<file path="src/rtl/reaction_session_ctrl.sv">
`default_nettype none
// ============================================================================
//  Module      : reaction_session_ctrl
//  Description : Runs a multi-round reaction-timer session. Each round pulses
//                the timer start, records the result (time or fail), pulses
//                clear and waits a fixed gap. At session end a serial divider
//                produces the floor-average of successful times, alongside
//                the best time and the fail count.
//  Revision    : 1.0 - initial release
// ============================================================================
module reaction_session_ctrl #(
  parameter int ROUNDS       = 5,
  parameter int CLK_MS_COUNT = 100_000,
  parameter int GAP_MS       = 1_000
) (
  input  logic        clk,
  input  logic        reset_n,
  input  logic        session_start,
  input  logic        session_abort,
  input  logic        tmr_result_valid,
  input  logic        tmr_fail,
  input  logic [13:0] tmr_time,
  output logic        tmr_start,
  output logic        tmr_clear,
  output logic        busy,
  output logic [3:0]  round_idx,
  output logic [3:0]  fail_count,
  output logic [13:0] best_time,
  output logic [13:0] avg_time,
  output logic        session_done
);

  localparam int TICK_W = (CLK_MS_COUNT > 1) ? $clog2(CLK_MS_COUNT) : 1;
  localparam int MS_W   = (GAP_MS > 1) ? $clog2(GAP_MS) : 1;

  localparam logic [TICK_W-1:0] c_TICK_LAST = TICK_W'(CLK_MS_COUNT - 1);
  localparam logic [MS_W-1:0]   c_MS_LAST   = MS_W'(GAP_MS - 1);
  localparam logic [3:0]        c_ROUNDS    = 4'(ROUNDS);
  localparam logic [4:0]        c_DIV_LAST  = 5'd18;
  localparam logic [13:0]       c_BEST_INIT = 14'h3FFF;

  localparam logic [2:0] c_ST_IDLE     = 3'd0;
  localparam logic [2:0] c_ST_ARM      = 3'd1;
  localparam logic [2:0] c_ST_WAIT_RES = 3'd2;
  localparam logic [2:0] c_ST_GAP      = 3'd3;
  localparam logic [2:0] c_ST_DIVIDE   = 3'd4;
  localparam logic [2:0] c_ST_DONE     = 3'd5;

  logic [2:0]        state_q, state_d;
  logic [17:0]       sum_q;
  logic [3:0]        ok_cnt_q;
  logic [13:0]       best_int_q;
  logic [3:0]        round_q;
  logic [3:0]        fail_q;
  logic [13:0]       best_time_q;
  logic [13:0]       avg_q;
  logic [TICK_W-1:0] tick_q;
  logic [MS_W-1:0]   ms_q;
  logic [3:0]        rem_q;
  logic [17:0]       quot_q;
  logic [4:0]        div_cnt_q;

  logic              w_gap_end;
  logic              w_result;
  logic [4:0]        w_shift;
  logic [4:0]        w_diff;
  logic              w_ge;
  logic [3:0]        w_rem_nx;
  logic [17:0]       w_quot_nx;

  assign w_gap_end = (tick_q == c_TICK_LAST) && (ms_q == c_MS_LAST);
  assign w_result  = (state_q == c_ST_WAIT_RES) && tmr_result_valid;

  // One restoring-division step: shift in the next dividend bit, subtract if it fits
  always_comb begin
    w_shift   = {rem_q, quot_q[17]};
    w_diff    = w_shift - {1'b0, ok_cnt_q};
    w_ge      = (w_shift >= {1'b0, ok_cnt_q});
    w_rem_nx  = 4'(w_ge ? w_diff : w_shift);
    w_quot_nx = {quot_q[16:0], w_ge};
  end

  // State register
  always_ff @(posedge clk or negedge reset_n) begin
    if (!reset_n) begin
      state_q <= c_ST_IDLE;
    end else begin
      state_q <= state_d;
    end
  end

  // Next-state logic; abort overrides everything
  always_comb begin
    state_d = state_q;
    if (session_abort) begin
      state_d = c_ST_IDLE;
    end else begin
      case (state_q)
        c_ST_IDLE, c_ST_DONE: if (session_start) state_d = c_ST_ARM;
        c_ST_ARM:             state_d = c_ST_WAIT_RES;
        c_ST_WAIT_RES:        if (tmr_result_valid) state_d = c_ST_GAP;
        c_ST_GAP: begin
          if (w_gap_end) begin
            state_d = (round_q == c_ROUNDS) ? c_ST_DIVIDE : c_ST_ARM;
          end
        end
        c_ST_DIVIDE: begin
          if ((ok_cnt_q == 4'd0) || (div_cnt_q == c_DIV_LAST)) state_d = c_ST_DONE;
        end
        default:              state_d = c_ST_IDLE;
      endcase
    end
  end

  // Outputs; timer strobes are gated by reset so nothing leaks out while it is held
  always_comb begin
    tmr_start    = reset_n && (state_q == c_ST_ARM) && !session_abort;
    tmr_clear    = reset_n && (session_abort || w_result);
    busy         = (state_q != c_ST_IDLE) && (state_q != c_ST_DONE);
    session_done = (state_q == c_ST_DONE);
    round_idx    = round_q;
    fail_count   = fail_q;
    best_time    = best_time_q;
    avg_time     = avg_q;
  end

  // Session datapath: result accumulation, gap timing and the serial divider
  always_ff @(posedge clk or negedge reset_n) begin
    if (!reset_n) begin
      sum_q       <= '0;
      ok_cnt_q    <= '0;
      best_int_q  <= c_BEST_INIT;
      round_q     <= '0;
      fail_q      <= '0;
      best_time_q <= '0;
      avg_q       <= '0;
      tick_q      <= '0;
      ms_q        <= '0;
      rem_q       <= '0;
      quot_q      <= '0;
      div_cnt_q   <= '0;
    end else if (session_abort ||
                 (((state_q == c_ST_IDLE) || (state_q == c_ST_DONE)) && session_start)) begin
      // Abort and a fresh start both leave the datapath in its reset condition
      sum_q       <= '0;
      ok_cnt_q    <= '0;
      best_int_q  <= c_BEST_INIT;
      round_q     <= '0;
      fail_q      <= '0;
      best_time_q <= '0;
      avg_q       <= '0;
      tick_q      <= '0;
      ms_q        <= '0;
      rem_q       <= '0;
      quot_q      <= '0;
      div_cnt_q   <= '0;
    end else begin
      case (state_q)
        c_ST_WAIT_RES: begin
          if (tmr_result_valid) begin
            if (tmr_fail) begin
              fail_q <= fail_q + 4'd1;
            end else begin
              sum_q    <= sum_q + {4'd0, tmr_time};
              ok_cnt_q <= ok_cnt_q + 4'd1;
              if (tmr_time < best_int_q) best_int_q <= tmr_time;
            end
            round_q <= round_q + 4'd1;
            tick_q  <= '0;
            ms_q    <= '0;
          end
        end
        c_ST_GAP: begin
          if (tick_q == c_TICK_LAST) begin
            tick_q <= '0;
            ms_q   <= ms_q + MS_W'(1);
          end else begin
            tick_q <= tick_q + TICK_W'(1);
          end
          div_cnt_q <= '0;
        end
        c_ST_DIVIDE: begin
          if (ok_cnt_q == 4'd0) begin
            avg_q       <= '0;
            best_time_q <= '0;
          end else if (div_cnt_q == 5'd0) begin
            rem_q     <= '0;
            quot_q    <= sum_q;
            div_cnt_q <= 5'd1;
          end else begin
            rem_q     <= w_rem_nx;
            quot_q    <= w_quot_nx;
            div_cnt_q <= div_cnt_q + 5'd1;
            if (div_cnt_q == c_DIV_LAST) begin
              avg_q       <= w_quot_nx[13:0];
              best_time_q <= best_int_q;
            end
          end
        end
        default: ;
      endcase
    end
  end

endmodule
`default_nettype wire

</file>
<file path="config.mk">
export PLATFORM = sky130hd
export DESIGN_NAME = reaction_session_ctrl
export DESIGN_NICKNAME = d
export VERILOG_FILES = /design/src/rtl/reaction_session_ctrl.sv
export SDC_FILE = /design/constraint.sdc
export NUM_CORES = 1
export LEC_CHECK = 0
export CELL_PAD_IN_SITES_DETAIL_PLACEMENT = 0
export CELL_PAD_IN_SITES_GLOBAL_PLACEMENT = 1
export CORE_MARGIN = 2
export CORE_UTILIZATION = 32
export CTS_BUF_LIST = sky130_fd_sc_hd__clkbuf_4 sky130_fd_sc_hd__clkbuf_8
export CTS_CLUSTER_DIAMETER = 150
export DETAILED_ROUTE_END_ITERATION = 8
export HOLD_SLACK_MARGIN = 0.15
export PLACE_DENSITY_LB_ADDON = 0.25
export SLEW_MARGIN = 20
export SYNTH_ARGS = -nofsm -noshare
export SYNTH_HDL_FRONTEND = slang
export SYNTH_SLANG_ARGS = --single-unit
</file>
<file path="constraint.sdc">
create_clock -name clk -period 2.16 [get_ports clk]
set_input_delay 0.432 -clock clk [delete_from_list [all_inputs] [get_ports clk]]
set_output_delay 0.432 -clock clk [all_outputs]
set_load 0.1 [all_outputs]
</file>
==> reports/results.md <==
| Item | This run | Unit |
|:---|:---|:---|
| Run status | finished with violations | - |
| Violated checks | setup timing | - |
| Worst setup SP type | input pin | - |
| Clock share of power | 31.5 | % |
| Crit path arrival time | 2.57 | ns |
| Layout filler cell count | 1,982 | - |
| Worst slew margin relative to its limit | 56.2 | % |
| P_sw | 2.60 | mW |
| Vias | 5,982 | - |
| Final cell area excluding filler cells | 9760 | µm² |
| Depth of the CTS H-tree | 4 | - |
| Synth cell types | 64 | - |
| Number of vias per cell | 5.08 | - |
| Design Power | 7.48 | mW |
| Post-synthesis instance total | 706 | - |
| Clock root cell | sky130_fd_sc_hd__clkbuf_8 | - |
| Post-Syn Nets | 769 | - |
| Proportion of synthesized chip area in sequential cells | 46.7 | % |
| CP required | 2.55 | ns |
| Final critical delay including setup and external delays | 2.18 | ns |
| Number of cells on the worst reg-to-reg path | 10 | - |
| Highest ir drop seen on vdd | 1.28 | mV |
| Average routed wire per standard cell | 16.1 | µm |
| Clock Sinks | 129 | - |
| Count of maximum capacitance violations | 0 | - |
| Net count of the finished layout | 953 | - |
| Synth area leader | sky130_fd_sc_hd__dfrtp_1 | - |
| Via count of the first global-routing pass | 6,020 | - |
| Die Span X | 151 | µm |
| Min-Delay Path Class | input pin to async pin | - |
| Crit-path max FO | 4 | - |
| Global-route wire length before repair | 30.5 | mm |
| Post-Syn Area | 6960 | µm² |
| Clock tree from TritonCTS | built | - |
| Post-synthesis register bit count | 129 | - |
| Achievable Freq | 460 | MHz |
| Count of antenna-violating nets left after detailed routing | 0 | - |
| Tot GR Track Use | 17.1 | % |
| Final hold viol count | 0 | - |
| Pin count of the biggest net entering global routing | 123 | - |
| Number of enable flip-flop cells after synthesis | 0 | - |
| Top-level port count | 60 | - |
| Share of Yosys cell area claimed by the top area cell type | 41.4 | % |
| Final-report max-slew violation count | 0 | - |
| Final setup skew | 0.00994 | ns |
| Final cell count without fillers | 1,178 | - |
| Routed WL | 18.9 | mm |
| Sum of net half-perimeters after detailed placement | 12.9 | mm |
| First-pass iteration count of the detailed router | 4 | - |
| Power density cells | 766 | nW/µm² |
| Endpoint class of the critical path | flip-flop | - |
| # DRC | 0 | - |
| Tightest Pin Transition | 0.657 | ns |
| Number of buffers created by CTS | 17 | - |
| Synth area leaders | sky130_fd_sc_hd__dfrtp_1 (41%), sky130_fd_sc_hd__ha_1 (7.4%), sky130_fd_sc_hd__dfstp_2 (5.3%) | - |
| Cell-internal power | 4.88 | mW |
| Relative area change from synthesis to final layout | 40.3 | % |
| Share of flip-flops with an asynchronous set or reset after synthesis | 100 | % |
| Placeable Area | 21,200 | µm² |
| Routability congestion estimate from global placement | 0.837 | - |
| Critical path class | input pin to flip-flop | - |
| Most frequent cell after synthesis | sky130_fd_sc_hd__dfrtp_1 | - |
| Share of final-layout standard cells stronger than drive strength 1 | 33.4 | % |
| Register area | 3250 | µm² |
| Flop-to-flop setup slack | -0.01 | ns |
| Post-route core utilization | 46.1 | % |
| Critical Path Slowest Stage Cell | sky130_fd_sc_hd__clkdlybuf4s50_1 | - |
| Final Hold Slack | 0.384 | ns |
| Warnings from Yosys | 0 | - |
| Critical path cell sequence | clkdlybuf4s50_1, ha_4, nand3_2, o22ai_4, o22a_4, nand3_4, and3b_2, or4_1, nand2_1 | - |
| Cell leakage power | 4.64 | nW |
| Portion of the clock cycle consumed by the worst path in the final layout | 101 | % |
| Portion of total power attributed to sequential cells | 34.4 | % |
| Sw frac | 34.8 | % |
| Crit Reg-Reg Endpoint | sum_q[10] | - |
| Die span in y | 151 | µm |
| RSZ-0062 raised after global routing | true | - |
| Global route overflow | 0 | - |
| Combined area of the multi-input logic cells | 3910 | µm² |
| Placed Cells | 1,117 | - |
| Post-place setup slack | -0.709 | ns |
| Die Outline Area | 22,900 | µm² |
| Effective utilization at floorplan | 32.9 | % |
| Clock edge transition at the registers on the reported setup and hold paths | 0.08 | ns |
| Number of rows in the core area | 53 | - |
| Input/output buffers | 59 | - |
| Launch instance of the worst register-to-register path | sum_q[0] | - |
| Antenna violations before repair | 0 | - |
| Top flip-flop cell by instance count after synthesis | sky130_fd_sc_hd__dfrtp_1 | - |
| Insertion delay of the later-clocked pin in the worst-skew pair | 0.46 | ns |
| Part of the power in combinational logic | 34.1 | % |
| Most common library cells after synthesis | sky130_fd_sc_hd__dfrtp_1 (115), sky130_fd_sc_hd__nand2_1 (75), sky130_fd_sc_hd__o21ai_0 (62), sky130_fd_sc_hd__nor2_1 (51), sky130_fd_sc_hd__ha_1 (41) | - |
| Cell area after placement | 8590 | µm² |
| DRC violation total after the first TritonRoute iteration | 276 | - |
| Slowest Stage Delay on Critical Path | 0.47 | ns |
| Worst-case clock buffer depth | 2 | - |
| Total negative slack | -0.0241 | ns |
| Final setup vio count | 3 | - |
| Worst setup margin | -0.0162 | ns |
| Syn_area_per_cell | 9.85 | µm² |
| Antenna diodes | 0 | - |
layout make-up:
cell class	instances	area share, %
Sequential cell	129	33.2
Multi-Input combinational cell	518	40.0
Timing Repair Buffer	192	17.4
Inverter	32	1.27
Clock buffer	17	2.40
Tap cell	275	3.52
Clock inverter	15	2.13
logic make-up after synthesis:
| group | after synthesis | synth area share [%] |
|---|---|---|
| DFF | 129 | 46.7 |
| buffers and inverters | 59 | 3.65 |
| muxes | 21 | 3.04 |
| AOI/OAI and AO/OA | 180 | 16.9 |
| xor gates and xnor gates | 38 | 4.78 |
| and+or+nand+nor | 236 | 17.1 |
| adders and majority gates | 43 | 7.95 |
how the worst max path moves through the flow:
stage                 from         to  slack (ns)  cells after the start
6_report       tmr_time[3]  sum_q[17]       -0.02                      9
5_1_grt           sum_q[0]  sum_q[10]       -0.13                     10
4_1_cts           sum_q[0]  sum_q[10]       -0.05                     10
3_5_place_dp   tmr_time[2]  sum_q[17]       -0.71                      9
3_3_place_gp   tmr_time[2]  sum_q[17]       -0.60                      9
2_1_floorplan  tmr_time[9]  sum_q[16]      -0.008                      7
cells in the final DEF, fill, tap and decap left out, types with 4 or more instances in the layout:
cell / Yosys / final
sky130_fd_sc_hd__inv_1: 32 / 23
sky130_fd_sc_hd__nand4_1: 12 / 12
sky130_fd_sc_hd__nand2b_1: 8 / 7
sky130_fd_sc_hd__ha_4: 0 / 11
sky130_fd_sc_hd__nand2_1: 75 / 70
sky130_fd_sc_hd__a21o_1: 8 / 8
sky130_fd_sc_hd__o211ai_1: 4 / 4
sky130_fd_sc_hd__ha_1: 41 / 28
sky130_fd_sc_hd__o21ai_1: 2 / 6
sky130_fd_sc_hd__and3_1: 7 / 6
sky130_fd_sc_hd__o31ai_1: 5 / 5
sky130_fd_sc_hd__nand3_1: 19 / 17
sky130_fd_sc_hd__a22o_1: 29 / 29
sky130_fd_sc_hd__a31oi_1: 15 / 14
sky130_fd_sc_hd__a21oi_2: 2 / 6
sky130_fd_sc_hd__nor3_1: 25 / 17
sky130_fd_sc_hd__clkinv_4: 0 / 5
sky130_fd_sc_hd__dfstp_2: 14 / 14
sky130_fd_sc_hd__buf_6: 2 / 10
sky130_fd_sc_hd__clkbuf_8: 0 / 17
sky130_fd_sc_hd__dlymetal6s2s_1: 0 / 6
sky130_fd_sc_hd__buf_12: 0 / 9
sky130_fd_sc_hd__bufinv_16: 0 / 4
sky130_fd_sc_hd__xnor2_1: 14 / 13
sky130_fd_sc_hd__buf_4: 1 / 151
sky130_fd_sc_hd__xor2_1: 24 / 24
sky130_fd_sc_hd__nor2b_1: 7 / 6
sky130_fd_sc_hd__mux2i_1: 20 / 20
sky130_fd_sc_hd__nor2_1: 51 / 50
sky130_fd_sc_hd__inv_2: 0 / 8
sky130_fd_sc_hd__nor3_4: 0 / 5
sky130_fd_sc_hd__o21ai_0: 62 / 55
sky130_fd_sc_hd__a21oi_1: 29 / 25
sky130_fd_sc_hd__dfrtp_1: 115 / 115
sky130_fd_sc_hd__clkdlybuf4s50_1: 0 / 10
repair_timing:
item | CTS | global route
buffers inserted | 14 | 14
hold endpoints to repair | 7 | 0
pin swaps | 20 | 27
resized for setup | 42 | 67
gates cloned | 2 | 0
hold buffers | 1 | 0
setup endpoints to repair | 27 | 36
per-layer routing:
layer  vias to the layer above  global-route usage (%)  part of all wire, %
li1                       2898                       -                    -
met1                      2947                    22.0                   45
met5                         -                       0                    0
met2                       112                    28.5                   50
met3                        25                    3.73                  3.9
met4                         0                    5.47                  1.4
state kept, by name, summed over array words and instances, names as in the netlist:
name,flops
ok_cnt_q,4
fail_count,4
ms_q,10
tick_q,17
sum_q,18
div_cnt_q,5
round_idx,4
rem_q,4
quot_q,18
best_int_q,14
best_time,14
avg_time,14
state_q,3
critical path: cells and delay by family:
kind / cells / cell delay [ns]
and+or+nand+nor: 5 / 0.91
buffers and inverters: 1 / 0.47
AOI/OAI and AO/OA: 2 / 0.44
adders and majority gates: 1 / 0.31
power groups by stage:
stage	combinational, mW	sequential [mW]	clock (mW)
3_3_place_gp	2.15	2.61	0
4_1_cts	2.39	2.57	2.43
2_1_floorplan	1.22	2.63	0
3_5_place_dp	2.17	2.61	0
6_report	2.55	2.57	2.36
5_1_grt	2.75	2.59	2.54
Power figures use the tool's default switching activity.
